==> config.mk <==
export PLATFORM = sky130hd
export DESIGN_NAME = commit_fifo
export DESIGN_NICKNAME = d
export VERILOG_FILES = /design/src/rtl/commit_fifo.sv
export SDC_FILE = /design/constraint.sdc
export NUM_CORES = 1
export LEC_CHECK = 0
export ABC_AREA = 1
export BUFFER_PORTS_ARGS = -buffer_cell sky130_fd_sc_hd__buf_2
export CAP_MARGIN = 20
export CORE_AREA = 3 3 141 170
export DETAILED_ROUTE_END_ITERATION = 12
export DIE_AREA = 0 0 144 173
export GPL_TIMING_DRIVEN = 1
export MAX_ROUTING_LAYER = met4
export PLACE_DENSITY = 0.69
export SKIP_LAST_GASP = 1
export SYNTH_ARGS = -nofsm -noshare
export SYNTH_HDL_FRONTEND = slang
export SYNTH_SLANG_ARGS = --single-unit
==> constraint.sdc <==
create_clock -name clk -period 2.63 [get_ports clk]
set_input_delay 0 -clock clk [delete_from_list [all_inputs] [get_ports clk]]
set_output_delay 0 -clock clk [all_outputs]
set_load 0.01 [all_outputs]
==> src/rtl/commit_fifo.sv <==
// Synchronous FIFO holding expected commit events; the head entry is visible combinationally
// so it can be compared in the same cycle a DUT event arrives.
module commit_fifo #(
   parameter int DEPTH = 8,
   parameter int WIDTH = 34
) (
   input  logic             clk,
   input  logic             rst_n,
   input  logic             push,
   input  logic [WIDTH-1:0] push_data,
   input  logic             pop,
   output logic [WIDTH-1:0] head_data,
   output logic             full,
   output logic             empty
);

   localparam int AW = $clog2(DEPTH);

   logic [WIDTH-1:0] mem_q [DEPTH];
   logic [AW:0]      wr_ptr_q, wr_ptr_d;
   logic [AW:0]      rd_ptr_q, rd_ptr_d;
   logic             push_en, pop_en;

   // Pointers carry one extra wrap bit to tell full from empty.
   always_comb begin
      full      = (wr_ptr_q[AW] != rd_ptr_q[AW]) && (wr_ptr_q[AW-1:0] == rd_ptr_q[AW-1:0]);
      empty     = (wr_ptr_q == rd_ptr_q);
      push_en   = push && !full;
      pop_en    = pop && !empty;
      wr_ptr_d  = wr_ptr_q + {{AW{1'b0}}, push_en};
      rd_ptr_d  = rd_ptr_q + {{AW{1'b0}}, pop_en};
      head_data = mem_q[rd_ptr_q[AW-1:0]];
   end

   always_ff @(posedge clk or negedge rst_n) begin
      if (!rst_n) begin
         wr_ptr_q <= '0;
         rd_ptr_q <= '0;
      end else begin
         wr_ptr_q <= wr_ptr_d;
         rd_ptr_q <= rd_ptr_d;
      end
   end

   always_ff @(posedge clk) begin
      if (push_en) mem_q[wr_ptr_q[AW-1:0]] <= push_data;
   end

endmodule

; Word level (Yosys, flattened, before mapping)
; Memories as Yosys holds them, arrays and structs flattened.
; Cells that the tools add are included.
[word_totals]
register_bits = 8
mem_bits_rw = 272
inputBits = 38
output_inout_bits = 36
word_cells = 15
n_memories = 1
[memory_table]
columns = name, depth, width, rd, rd_clocked_by_memory_dff, wr, line_no
row1 = mem_q, 8, 34, 1, 0, 1, 19  ; logic [WIDTH-1:0] mem_q [DEPTH];
[op_classes]
addsub = 2
n_eq_ne = 3
n_mux = 2
n_reduce_logical = 5
[ops]
columns = op, n
row1 = $add A4 B1 Y4, 2
row2 = $eq A4 B4 Y1, 1
row3 = $eq A3 B3 Y1, 1
row4 = $logic_and A1 B1 Y1, 3
row5 = $logic_not A1 Y1, 2
row6 = $mux W1, 2
row7 = $ne A1 B1 Y1, 1

; Longest topological paths before layout
[logic_depth]
word_depth = 6
depth_mapped = 11
ltp_nobuf = 9

; Worst setup path before layout
; Ideal clock, no wire load.
[synth_timing]
path_kind = register to register
startpoint = register rd_ptr_q[0]
endpoint = memory mem_q[0][0] (enable)
setup_time_ns = 0.425
arrival_time_ns = 2.451
required_time_ns = 2.205
setup_slack_ns = -0.246
path_stages_with_launch = 9
n_path_buf = 2
period_less_slack_ns = 2.876
cell_sequence = dfrtp_1 > inv_1 > buf_6 > buf_6 > nand2_1 > nand2_1 > nand4_2 > nand2_4 > nor2_1
[synth_via]
elab_chain_cells = 6
[synth_lines]
columns = item, line_no
row1 = "start, declared", 21  ; logic [AW:0] rd_ptr_q, rd_ptr_d;
row2 = "start signal, assigned", 41  ; rd_ptr_q <= rd_ptr_d;
row3 = $eq A3 B3 Y1, 26  ; full = (wr_ptr_q[AW] != rd_ptr_q[AW]) && (wr_ptr_q[AW-1:0] == rd_ptr_q[AW-1:0]);
row4 = $logic_and A1 B1 Y1, 26
row5 = $logic_not A1 Y1, 28  ; push_en = push && !full;
row6 = $logic_and A1 B1 Y1, 28
row7 = $mux W1, 46  ; if (push_en) mem_q[wr_ptr_q[AW-1:0]] <= push_data;
row8 = $mux W1 (implied by the code), 46
row9 = "end, declared", 19
; Every way passes these cells.

; Worst setup path in the final report
[layout_timing]
startpoint = register wr_ptr_q[2]
endpoint = memory mem_q[1][21] (enable)
[layout_via]
elab_chain_cells = 6
[layout_lines]
columns = item, line_no
row1 = "start, declared", 20  ; logic [AW:0] wr_ptr_q, wr_ptr_d;
row2 = "start signal, assigned", 40  ; wr_ptr_q <= wr_ptr_d;
row3 = $eq A3 B3 Y1, 26
row4 = $logic_and A1 B1 Y1, 26
row5 = $logic_not A1 Y1, 28
row6 = $logic_and A1 B1 Y1, 28
row7 = $mux W1, 46
row8 = $mux W1 (implied by the code), 46
; Several ways; a longest one is shown, not always the timed one.

==> out/results.ini <==
[cells_and_area]
finalInstanceArea_sq_um = 13000
post_route_cells_drive_above_1_share = 0.1350
final_nets = 1040
area.growth.synth_to_final_pct = 16.88
diodes = 0
layout.cells.most_common_list = sky130_fd_sc_hd__edfxtp_1 (272), sky130_fd_sc_hd__nor2_1 (206), sky130_fd_sc_hd__o21ai_0 (128), sky130_fd_sc_hd__nand2_1 (111), sky130_fd_sc_hd__o21ai_1 (76)
layout.filler_cells = 1820
leading_cell_type_in_the_layout_fill_and_taps_excluded = sky130_fd_sc_hd__edfxtp_1

[worst_setup_path]
path_delay_family = simple AND/OR/NAND/NOR gates
cp_startpoint_kind = register
crit_path_frequent_cell = sky130_fd_sc_hd__nand2_1
reg2reg_slack_ns = 0.22
arrival_ns = 2.64
critPathBufInv = 2
ff2ff_path_depth = 7
worstSetupStartpoint = wr_ptr_q[2]
crit_fanout = 29
rr_endpoint = mem_q[1][21]
worst_path_required_time_ns = 2.86
timing_worst_setup_path_type = register to register
critical-path-max-stage-delay_ns = 0.80
critical_path_cell_count = 7
worstPathCellList = inv_1, nand2_1, nand2_1, nand4_2, nand2_4, nor2_4, buf_4
r2r-start = wr_ptr_q[2]
timing.critical_path.slowest_stage_cell = sky130_fd_sc_hd__nor2_4
critPathCaptureType = register

[timing]
worst-slew-pin-transition_ns = 1.053
clock_skew_ns = 0.01605
finalHoldViolations = 0
period_needed_ns = 2.407
maxSlewHeadroom = 0.2967
setup_viol = 0
finalMaxSlewViolations = 0
setup_tns_ns = 0
finalCritPeriodShare = 0.9152
maximum_clock_rate_mhz = 415.4
grt_setup_unrepaired = false

[synth]
synth.top_cells.by_area = sky130_fd_sc_hd__edfxtp_1 (73%), sky130_fd_sc_hd__nor2_1 (7.2%), sky130_fd_sc_hd__o21ai_0 (5.8%)
synth_cell_type_count = 21
post-synth-top-area-fraction = 0.7342
synth_area_leader_cell = sky130_fd_sc_hd__edfxtp_1
synthCells = 895
syn_nets = 937
synth_warnings = 0
post_syn_area_sq_um = 11120
register_bit_count_reported_by_yosys = 280
ys_seq_area_frac = 0.7522
synthesis.area_per_instance_sq_um = 12.43

[clocking]
cts_inserted_buffers = 27
later_pin_clock_latency_in_the_skew_report_ns = 0.52
tritoncts = done
max-clock-path-buffers = 3
cts-htree-levels = 1
clk_sink_count = 280
clk_pin_slew_worst_paths_ns = 0.06
cts_root_buffer = sky130_fd_sc_hd__clkbuf_16
postCtsSetupRepairBufs = 0

[floorplanning]
boundaryPins = 74
die_h_um = 173
fp.dieW_um = 144
start_util = 0.4956
die_area_sq_um = 24910
placement_rows = 60
core_area_sq_um = 22450

[outcome]
status = finished clean

[global_route]
antenna_found_initial = 0
global_route_wire_length_before_repair_um = 35580
grt_max_degree = 137
overflow = 0
first_global_vias = 6833
globalRouteTotalUtil = 0.1841

[worst_hold_path]
min_path_cells = 5
holdPathEnd = wr_ptr_q[0]
min-delay-path-class = input pin to register
worst_hold_startpoint = push

[drt]
wirelength_um = 22290
routed_wire_length_per_instance_um = 17.22
drt_iter0_markers = 582
detail_route.drc_violations = 0
detail-route-antenna-nets = 0
firstDrtPassIters = 5
route.vias.total = 6893
post_drt_via_cell_ratio = 5.327

[place]
final_weighted_congestion_in_routability_driven_placement = 0.7750
numPortBuffers = 73
place_hpwl_um = 12320
placedInstanceArea_sq_um = 11740

[pwr]
worst_ir_drop_vdd_mv = 0.6883
power.leakage_uw = 0.004606
power_density_nw_per_um2 = 1103

[flow_run]
maxCapViolCount = 0

-- logic make-up (layout without fill, tap and decap cells) --
kind of cell	count (synthesis)	count (layout)	share of synthesized area
AO/OA/AOI/OAI	204	204	0.09178
XOR/XNOR	5	5	0.003936
adder cells (fa/ha/maj)	4	4	0.004499
buffers and inverters	64	184	0.03082
flip-flops	280	280	0.7522
AND/OR/NAND/NOR	338	338	0.1167
-- stage by stage --
stage                     hold WS, ns  total power [uW]  setup WS, ns    util  std cells
after detailed placement      -0.1492             10950        0.1397  0.5231       1207
after CTS                     0.02769             14460       0.02868  0.5748       1290
after global routing          0.03586             15340       0.06159  0.5793       1294
final                         0.04634             14340        0.2229  0.5793       1294
after global placement        -0.1513             10830        0.2252  0.5219       1206
after floorplan               -0.2956              9382       -0.2461       -        895
-- worst min-delay path, delay by kind of cell --
| kind | cells | cell delay, ns |
|---|---|---|
| fa+ha+maj | 1 | 0.11 |
| buf+inv | 3 | 0.32 |
| simple gates | 1 | 0.09 |
-- synth_stat cells (all sizes together) --
library cell  count
buf              32
clkbuf           22
clkinv            1
dfrtp             8
edfxtp          272
ha                4
inv               9
nand2           112
nand3            11
nand4             1
nor2            214
o21ai           204
xnor2             1
xor2              4
-- per-layer routing --
layer	GRT usage	routed length, um	part of all wire
met5	-	0	0
met4	0.03807	297	0.013
met1	0.2350	9150	0.41
met2	0.3175	11910	0.53
met3	0.02268	926	0.042
-- report_power, final --
part           total [uW]  switching [uW]  internal, uW
clock                3460            1500          1960
combinational        5030            3390          1640
sequential           5850             197          5660
-- sequential cells by signal (all words and copies together), names as in the netlist --
register	flops
rd_ptr_q	4
wr_ptr_q	4
mem_q	272
-- final cells by class --
cell class              instances  area (sq um)  share of cell area
flip-flops and latches        280          8376              0.6441
multi-input cells             551          2474              0.1902
repair buffers                128         980.9             0.07544
clock buffers                  31         690.7             0.05312
well taps                     279         349.1             0.02685
clock inverters                15         92.59            0.007121
inverters                      10         40.04            0.003079
-- how the worst max path moves through the flow --
stage / endpoint / slack (ns)
6_report: mem_q[1][21] / 0.22
5_1_grt: mem_q[5][28] / 0.06
4_1_cts: head_data[17] / 0.03
3_5_place_dp: mem_q[6][21] / 0.14
3_3_place_gp: mem_q[7][16] / 0.23
2_1_floorplan: mem_q[0][0] / -0.25
-- what timing repair did --
item,in CTS,in global routing
hold buffers,37,0
resized for setup,2,3
hold endpoints to repair,281,0
setup endpoints to repair,21,21
Power figures use the tool's default switching activity.
